--- config.mk ---
export PLATFORM = sky130hd
export DESIGN_NAME = crc_sequencer_flat
export DESIGN_NICKNAME = d
export VERILOG_FILES = /design/src/rtl/crc_sequencer_if.sv /design/src/rtl/crc_sequencer.sv /design/src/flat_wrapper.sv
export SDC_FILE = /design/constraint.sdc
export NUM_CORES = 1
export LEC_CHECK = 0
export BUFFER_PORTS_ARGS = -buffer_cell sky130_fd_sc_hd__buf_2
export CAP_MARGIN = 10
export CORE_UTILIZATION = 35
export CTS_CLUSTER_DIAMETER = 150
export DETAILED_ROUTE_END_ITERATION = 6
export SETUP_SLACK_MARGIN = 0.2
export SLEW_MARGIN = 5
export SYNTH_ARGS = -nofsm -noshare
export SYNTH_HDL_FRONTEND = slang
export SYNTH_SLANG_ARGS = --single-unit
export TNS_END_PERCENT = 50
--- constraint.sdc ---
create_clock -name clk -period 2.15 [get_ports clk]
set_input_delay 0.43 -clock clk [delete_from_list [all_inputs] [get_ports clk]]
set_output_delay 0.43 -clock clk [all_outputs]
set_load 0.03 [all_outputs]
--- src/rtl/crc_sequencer_if.sv ---
// Byte-stream input and result output handshakes between a producer/consumer and crc_sequencer.
interface crc_sequencer_if #(
    parameter int unsigned MAX_BITS = 32
);
    logic                in_valid;
    logic                in_ready;
    logic [7:0]          in_data;
    logic                in_last;
    logic                out_valid;
    logic                out_ready;
    logic [MAX_BITS-1:0] result;

    modport master (
        output in_valid, in_data, in_last, out_ready,
        input  in_ready, out_valid, result
    );

    modport slave (
        input  in_valid, in_data, in_last, out_ready,
        output in_ready, out_valid, result
    );
endinterface

--- src/rtl/crc_sequencer.sv ---
// Byte-stream controller for one crcN datapath: init pulse, eight shifts per byte,
// then capture of the final CRC behind a valid/ready result handshake.
module crc_sequencer #(
    parameter int unsigned MAX_BITS = 32,
    parameter int unsigned COUNT_W  = 16
) (
    input  logic                clk,
    input  logic                rst,
    input  logic                start,
    input  logic                abort,
    input  logic                flush,
    crc_sequencer_if.slave      bus,
    output logic                crc_init,
    output logic                crc_shift,
    output logic [2:0]          crc_bit_index,
    output logic [7:0]          crc_data,
    input  logic [MAX_BITS-1:0] crc_in,
    output logic [COUNT_W-1:0]  byte_count,
    output logic                busy
);
    localparam int unsigned IDX_W = 3;
    localparam logic [IDX_W-1:0] LAST_IDX = IDX_W'(7);

    typedef enum logic [2:0] {
        IDLE      = 3'd0,
        INIT      = 3'd1,
        WAIT_BYTE = 3'd2,
        SHIFT     = 3'd3,
        FINISH    = 3'd4,
        DONE      = 3'd5
    } state_e;

    state_e              state, state_d;
    logic                last_q, last_d;
    logic                in_ready_q, in_ready_d;
    logic                out_valid_q, out_valid_d;
    logic                init_d, shift_d, busy_d;
    logic [IDX_W-1:0]    idx_d;
    logic [7:0]          data_d;
    logic [COUNT_W-1:0]  count_d;
    logic [MAX_BITS-1:0] result_q, result_d;

    assign bus.in_ready  = in_ready_q;
    assign bus.out_valid = out_valid_q;
    assign bus.result    = result_q;

    // State and registered outputs; the bit counter doubles as crc_bit_index.
    always_ff @(posedge clk or posedge rst) begin
        if (rst) begin
            state         <= IDLE;
            last_q        <= 1'b0;
            in_ready_q    <= 1'b0;
            out_valid_q   <= 1'b0;
            crc_init      <= 1'b0;
            crc_shift     <= 1'b0;
            crc_bit_index <= '0;
            crc_data      <= '0;
            result_q      <= '0;
            byte_count    <= '0;
            busy          <= 1'b0;
        end else begin
            state         <= state_d;
            last_q        <= last_d;
            in_ready_q    <= in_ready_d;
            out_valid_q   <= out_valid_d;
            crc_init      <= init_d;
            crc_shift     <= shift_d;
            crc_bit_index <= idx_d;
            crc_data      <= data_d;
            result_q      <= result_d;
            byte_count    <= count_d;
            busy          <= busy_d;
        end
    end

    // Next state, datapath updates and next-cycle output values.
    always_comb begin
        state_d  = state;
        last_d   = last_q;
        idx_d    = '0;
        data_d   = crc_data;
        count_d  = byte_count;
        result_d = result_q;

        unique case (state)
            IDLE: begin
                if (start) begin
                    count_d = '0;
                    state_d = INIT;
                end
            end
            INIT: state_d = WAIT_BYTE;
            WAIT_BYTE: begin
                if (bus.in_valid) begin
                    data_d  = bus.in_data;
                    last_d  = bus.in_last;
                    count_d = byte_count + COUNT_W'(1);
                    state_d = SHIFT;
                end else if (flush) begin
                    state_d = FINISH;
                end
            end
            SHIFT: begin
                if (crc_bit_index == LAST_IDX) begin
                    state_d = last_q ? FINISH : WAIT_BYTE;
                end else begin
                    idx_d = crc_bit_index + IDX_W'(1);
                end
            end
            FINISH: begin
                result_d = crc_in;
                state_d  = DONE;
            end
            DONE: begin
                if (bus.out_ready) begin
                    state_d = IDLE;
                end
            end
            default: state_d = IDLE;
        endcase

        // Abort discards the step in progress but keeps result and count.
        if (abort) begin
            state_d  = IDLE;
            last_d   = last_q;
            idx_d    = '0;
            data_d   = crc_data;
            count_d  = byte_count;
            result_d = result_q;
        end

        in_ready_d  = (state_d == WAIT_BYTE);
        init_d      = (state_d == INIT);
        shift_d     = (state_d == SHIFT);
        out_valid_d = (state_d == DONE);
        busy_d      = (state_d != IDLE);
    end
endmodule
--- src/flat_wrapper.sv ---
// flat-port wrapper written by rule: the top's interface ports become plain ports
module crc_sequencer_flat 
#(
    parameter int unsigned MAX_BITS = 32,
    parameter int unsigned COUNT_W  = 16
)
  (clk, rst, start, abort, flush, crc_init, crc_shift, crc_bit_index, crc_data, crc_in, byte_count, busy, bus_in_valid, bus_in_data, bus_in_last, bus_out_ready, bus_in_ready, bus_out_valid, bus_result);
  crc_sequencer_if #(.MAX_BITS(MAX_BITS)) bus_i ();
  input  logic clk;
  input  logic rst;
  input  logic start;
  input  logic abort;
  input  logic flush;
  output logic crc_init;
  output logic crc_shift;
  output logic [2:0] crc_bit_index;
  output logic [7:0] crc_data;
  input  logic [MAX_BITS-1:0] crc_in;
  output logic [COUNT_W-1:0] byte_count;
  output logic busy;
  input wire logic [$bits(bus_i.in_valid)-1:0] bus_in_valid;
  input wire logic [$bits(bus_i.in_data)-1:0] bus_in_data;
  input wire logic [$bits(bus_i.in_last)-1:0] bus_in_last;
  input wire logic [$bits(bus_i.out_ready)-1:0] bus_out_ready;
  output wire logic [$bits(bus_i.in_ready)-1:0] bus_in_ready;
  output wire logic [$bits(bus_i.out_valid)-1:0] bus_out_valid;
  output wire logic [$bits(bus_i.result)-1:0] bus_result;
  assign bus_i.in_valid = bus_in_valid;
  assign bus_i.in_data = bus_in_data;
  assign bus_i.in_last = bus_in_last;
  assign bus_i.out_ready = bus_out_ready;
  assign bus_in_ready = bus_i.in_ready;
  assign bus_out_valid = bus_i.out_valid;
  assign bus_result = bus_i.result;
  crc_sequencer #(.MAX_BITS(MAX_BITS), .COUNT_W(COUNT_W)) u_core (.clk(clk), .rst(rst), .start(start), .abort(abort), .flush(flush), .bus(bus_i), .crc_init(crc_init), .crc_shift(crc_shift), .crc_bit_index(crc_bit_index), .crc_data(crc_data), .crc_in(crc_in), .byte_count(byte_count), .busy(busy));
endmodule
==> results of run 1 <==
==> worst min path at each step <==
stage | to | slack (ns) | depth (start not counted)
floorplan | u_core.last_q | 0.45 | 2
global placement | u_core.crc_bit_index[0] | 0.44 | 1
detailed placement | u_core.crc_data[5] | 0.46 | 2
CTS | u_core.bus.result[20] | 0.14 | 2
global route | u_core.bus.result[20] | 0.16 | 2
finish | u_core.bus.result[20] | 0.14 | 2
==> layout make-up <==
class	instances	share of cell area [%]
Tap cell	102	3.34
Inverter	4	0.491
Clock buffer	9	3.24
Multi-Input combinational cell	161	29.4
Timing Repair Buffer	118	16.6
Sequential cell	68	44.5
Clock inverter	6	2.36
==> worst register-to-register path, delay by kind of cell (launching register included) <==
kind | cells | cell delay, ns
flip-flops | 1 | 0.54
AO/OA/AOI/OAI | 1 | 0.15
AND/OR/NAND/NOR | 3 | 1.03
==> metal layers <==
layer  wire (um)  vias up
met1        3040     1078
met2        2860       94
met4          51        0
li1            -     1103
met5           0        -
met3         459        8
==> where the power goes <==
part | internal (W) | total [W] | switching (W)
sequential | 0.00156 | 0.00170 | 0.000138
combinational | 0.000406 | 0.00124 | 0.000833
clock | 0.000646 | 0.00112 | 0.000478
==> stage by stage <==
step	utilization, %	total power, W	area [sq um]
after CTS	48.6	0.00412	3810
final	48.7	0.00406	3820
after floorplan	-	0.00257	2900
after global routing	48.7	0.00429	3820
after detailed placement	45.9	0.00298	3600
after global placement	45.9	0.00295	3600
==> kinds of logic (layout without fill, tap and decap cells) <==
logic type | count (synthesis) | after routing | share of synthesized area (%)
and+or+nand+nor | 81 | 81 | 15.4
DFF | 68 | 68 | 58.8
AOI/OAI and AO/OA | 44 | 44 | 9.17
muxes | 33 | 33 | 12.8
buffers and inverters | 14 | 137 | 2.51
adders and majority gates | 3 | 3 | 1.30
==> state kept, by name, indices dropped and copies added (netlist names) <==
| signal | count |
|---|---|
| u_core.bus.out_valid | 1 |
| u_core.state | 3 |
| u_core.bus.result | 32 |
| u_core.crc_bit_index | 3 |
| u_core.last_q | 1 |
| u_core.byte_count | 16 |
| u_core.bus.in_ready | 1 |
| u_core.crc_init | 1 |
| u_core.crc_shift | 1 |
| u_core.crc_data | 8 |
| u_core.busy | 1 |
==> placed cells by master (no fill, tap or decap), types with 7 or more instances in the layout <==
master      n
o21ai_0    17
a21oi_1     8
nand3_1     7
dfrtp_1    68
mux2_2     21
nand2_1    36
mux2_1     12
buf_2     111
clkbuf_8    9
a31oi_1     7
==> timing repair <==
action	4_1_cts	5_1_grt
hold endpoints to repair	0	0
resized for setup	0	1
endpoints found under the setup margin	0	1
==> flow_summary_export.csv, run 1 <==
group,metric,value,unit
clock_tree,clk_pin_slew_worst_paths,0.08,ns
clock_tree,insertion_delay,0.33,ns
run_status,status,"finished, final reports clean",
sta,slew_violations,0,
finish,multiInputGateArea,0.00112,sq mm
worst_setup_path,cpMaxStageDelayCell,"dfrtp_1",
worst_setup_path,r2r_cells,4,
sta,setup_viol,0,
clock_tree,cts_made_buffers,9,
pwr,p_per_area,1060,mW/mm^2
synth,ys_top_cells_by_area,"dfrtp_1 59%, mux2_2 8.2%, nand2_1 4.7%, mux2_1 4.7%, o21ai_0 2.9%",
worst_setup_path,cpPeakStageDelay,0.54,ns
synth,synth_edf_count,0,
worst_setup_path,cp-end-kind,"flop",
worst_setup_path,regToRegStartpoint,"u_core.state[0]",
worst_setup_path,crit_required,2.41,ns
synth,async_reset_ff_share,100,%
die,fp.dieW,92.9,um
route,vias,2283,
clock_tree,clk_path_buf_depth,2,
worst_setup_path,cp_num_buf_inv,0,
worst_setup_path,cp.arrival,2.06,ns
synth,yosysWarnings,0,
sta,clock.fmax,556,MHz
placement,placed_cells,453,
synth,synth.distinct_cells,41,
worst_setup_path,path_cells,"nor3_4 > nand4_2 > or4_1 > a21oi_1",
synth,ys.flop_type,"dfrtp_1",
route,wl_per_cell,13.7,um
finish,area_growth,32.1,%
sta,worst_slack,0.352,ns
finish,nets,413,
placement,gp_congestion,0.788,
worst_setup_path,crit_path_start,"u_core.state[0]",
worst_setup_path,crit_end,"u_core.byte_count[15]",
worst_setup_path,r2r_setup_slack,0.35,ns
job,cap_violations,0,
clock_tree,cts_setup_buffers,0,
die,dieArea,0.00863,sq mm
pwr,p_leak,1.97,nW
sta,worstMarginPinSlew,0.525,ns
synth,synth.largest_area_cell,"dfrtp_1",
die,num_rows,32,
placement,numPortBuffers,111,
sta,period_needed,1.80,ns
clock_tree,cts_tree,"built",
synth,yosys_register_bits,68,
synth,yosysTopAreaCellShare,58.8,%
synth,yosysMostFrequentCell,"dfrtp_1",
sta,fin_skew,0.00861,ns
worst_hold_path,min_path_type,"in2async",
synth,avgSynthCellArea,11.9,sq um
grt,grt_start_max_net_pins,33,
route,dr.pass1.iters,4,
grt,busiest_layer,"met2",
grt,grt_use_met1,20.1,%
synth,postSynthCellCount,243,
clock_tree,cts_root_buf,"clkbuf_8",
grt,use_met2,25.5,%
worst_setup_path,cp_top_family,"simple AND/OR/NAND/NOR gates",
finish,fillers,747,
finish,seq_area,0.00170,sq mm
grt,grt_use_met3,4.02,%
clock_tree,ctsHoldBuffers,0,
route,routed_wl,6.41,mm
grt,grt_pass1_wl,10.5,mm
synth,synth_common_cells,"68 x dfrtp_1, 36 x nand2_1, 21 x mux2_2",
clock_tree,clock_sinks,68,
grt,grt_antenna_before_repair,0,
worst_setup_path,worstSetupPathType,"reg2reg",
worst_setup_path,cp.depth,4,
finish,stdcell_count,468,
synth,synth_nets,294,
finish,drive_gt1_share,44.3,%
synth,yosysSeqAreaShare,58.8,%
route,vias_per_cell,4.88,
synth,netlist_area,0.00289,sq mm
finish,antenna_cells,0,
grt,grt_overflow,0,
die,core-area,0.00785,sq mm
sta,rsz0062_at_grt,"false",
die,pin_count,112,
sta,hold_viol_final,0,
grt,first_global_vias,2227,
worst_setup_path,path_max_fanout,12,
die,start_util,36.9,%
die,die_h,92.9,um
route,postRouteAntennaNets,0,
route,drtIter0Drc,66,
clock_tree,cts.htree.levels,3,
placement,place_hpwl,4.71,mm
pwr,peakVddDrop,0.000386,V
route,drc_errors,0,
worst_setup_path,worst_r2r_endpoint,"u_core.byte_count[15]",
worst_setup_path,startpoint_type,"flop",
sta,relSlewSlack,64.9,%
sta,whs,0.137,ns
sta,setup_tns,0,ns
grt,grt_usage,15.7,%
sta,finalCritPeriodShare,83.6,%
placement,preCtsSetupSlack,0.352,ns
Power figures use the tool's default switching activity.
==> run 2, diff against run 1 <==
clock period = 1.5 ns   (was 2.15 ns; I/O delays follow)
==> flow_summary_export.csv, run 2 (synthesis gave the netlist of run 1 again) <==
group,metric,value,unit
run_status,status,"complete, but fails checks",
run_status,violations,"setup timing",
clock_tree,cts_tree,"built",
grt,grt_antenna_before_repair,1,
finish,stdcell_count,516,
route,dr.pass1.iters,5,
pwr,intPower,0.00420,W
sta,whs,0.150,ns
clock_tree,cts_made_buffers,9,
sta,relSlewSlack,79.7,%
grt,grt_pass1_wl,12.1,mm
worst_setup_path,worstSetupPathType,"reg2reg",
worst_hold_path,timing.hold.worst_path_depth,3,
sta,setup_tns,-4.08,ns
finish,layout_commonest_cell,"buf_2",
pwr,peakVddDrop,0.000453,V
clock_tree,cts_root_buf,"clkbuf_8",
sta,hold_viol_final,0,
pwr,p_leak,2.36,nW
worst_hold_path,whs_endpoint,"u_core.crc_data[5]",
sta,slew_violations,0,
placement,gp_congestion,0.794,
die,start_util,36.9,%
route,postRouteAntennaNets,0,
route,vias,2522,
sta,fin_skew,0.00511,ns
sta,finalCritPeriodShare,109,%
worst_setup_path,cp.arrival,1.91,ns
grt,grt_usage,18.2,%
worst_setup_path,regToRegStartpoint,"u_core.state[0]",
finish,most-common-layout-cells,"97 x buf_2, 66 x dfrtp_1, 36 x nand2_1, 33 x mux2_4, 30 x buf_4",
clock_tree,clock_sinks,68,
pwr,pwr-share-clk,28.3,%
pwr,p_total,0.00639,W
finish,fin_area,0.00466,sq mm
worst_setup_path,path_max_fanout,5,
grt,first_global_vias,2467,
route,routed_wl,7.62,mm
placement,placed_cell_area,0.00382,sq mm
placement,placed_cells,481,
die,die_h,92.9,um
finish,drive_gt1_share,57.1,%
die,pin_count,112,
worst_hold_path,min_path_type,"in2reg",
clock_tree,insertion_delay,0.34,ns
job,cap_violations,0,
worst_setup_path,startpoint_type,"flop",
sta,rsz0062_at_grt,"true",
placement,place_hpwl,4.87,mm
finish,largest_register_ffs,32,
pwr,comb_power_share,33.5,%
route,drtIter0Drc,61,
sta,worst_slack,-0.134,ns
finish,nets,460,
pwr,swShare,34.3,%
worst_setup_path,crit_required,1.77,ns
sta,setup_viol,55,
die,dieArea,0.00863,sq mm
pwr,power.switching,0.00219,W
clock_tree,clk_path_buf_depth,2,
grt,grt_start_max_net_pins,60,
pwr,p_seq_share,38.2,%
sta,period_needed,1.63,ns
clock_tree,clk_pin_slew_worst_paths,0.07,ns
die,core-area,0.00785,sq mm
die,fp.dieW,92.9,um
die,num_rows,32,
worst_setup_path,cp-end-kind,"flop",
route,wl_per_cell,14.8,um
clock_tree,cts.htree.levels,3,
sta,clock.fmax,612,MHz
worst_setup_path,crit_path_start,"u_core.state[0]",
worst_hold_path,hp-start,"bus_in_data[5]",
placement,numPortBuffers,111,
sta,worstMarginPinSlew,0.302,ns
route,vias_per_cell,4.89,
worst_setup_path,worst_r2r_endpoint,"u_core.byte_count[15]",
worst_setup_path,r2r_cells,5,
pwr,p_per_area,1370,mW/mm^2
worst_setup_path,r2r_setup_slack,-0.13,ns
route,drc_errors,0,
finish,area_growth,61.0,%
grt,grt_overflow,0,
-- run 2: changes by cell type in the layout (fill, tap and decap cells not counted), sizes merged --
cell,change
clkbuf,+2
dlygate4sd3,+1
clkinvlp,-2
clkinv,+1
bufinv,+1
buf,+44
diode,+1
-- run 2: final cells by class --
class,instances,area [sq um]
clock buffer,9,124
fill,688,3190
sequential,68,1700
clock inverter,6,114
multi-input combinational,161,1340
inverter,4,18.8
antenna,1,2.50
timing repair buffer,165,1220
tap,102,128
-- run 2: power by group through the flow --
stage                     clock (W)  combinational, W  sequential [W]
final                       0.00181           0.00214         0.00244
after global routing        0.00193           0.00228         0.00249
after CTS                   0.00184           0.00213         0.00244
after detailed placement          0           0.00185         0.00246
after global placement            0           0.00183         0.00244
after floorplan                   0          0.000431         0.00325
-- run 2: how the worst max path moves through the flow --
stage	end	depth (start not counted)
detailed placement	u_core.busy	6
global placement	u_core.busy	6
finish	u_core.byte_count[15]	5
global route	u_core.byte_count[15]	5
CTS	u_core.byte_count[15]	5
floorplan	u_core.busy	6
-- run 2: metrics by stage --
stage	utilization [%]	worst slack (ns)
2_1_floorplan	-	-0.339
3_3_place_gp	48.7	-0.203
3_5_place_dp	48.7	-0.219
4_1_cts	58.1	-0.142
5_1_grt	59.3	-0.203
6_report	59.3	-0.134
-- run 2: what timing repair did --
item,CTS,global route
hold buffers,1,0
cloned,3,0
buffers inserted,12,3
hold endpoints to repair,9,0
gates resized for setup,85,22
pin swaps,17,2
setup endpoints to repair,74,81
-- run 2: worst max-delay path, cell delays in order, from the launching register on --
cell	delay [ns]
dfrtp_2	0.43
buf_12	0.14
nor3_4	0.21
nand4_2	0.15
or4_1	0.49
a21oi_1	0.15
-- run 2: per-layer routing --
metal	share of wire, %	track usage, %
met4	1.1	6.67
met5	0	0
met1	46	23.9
met3	5.7	4.02
met2	48	29.5
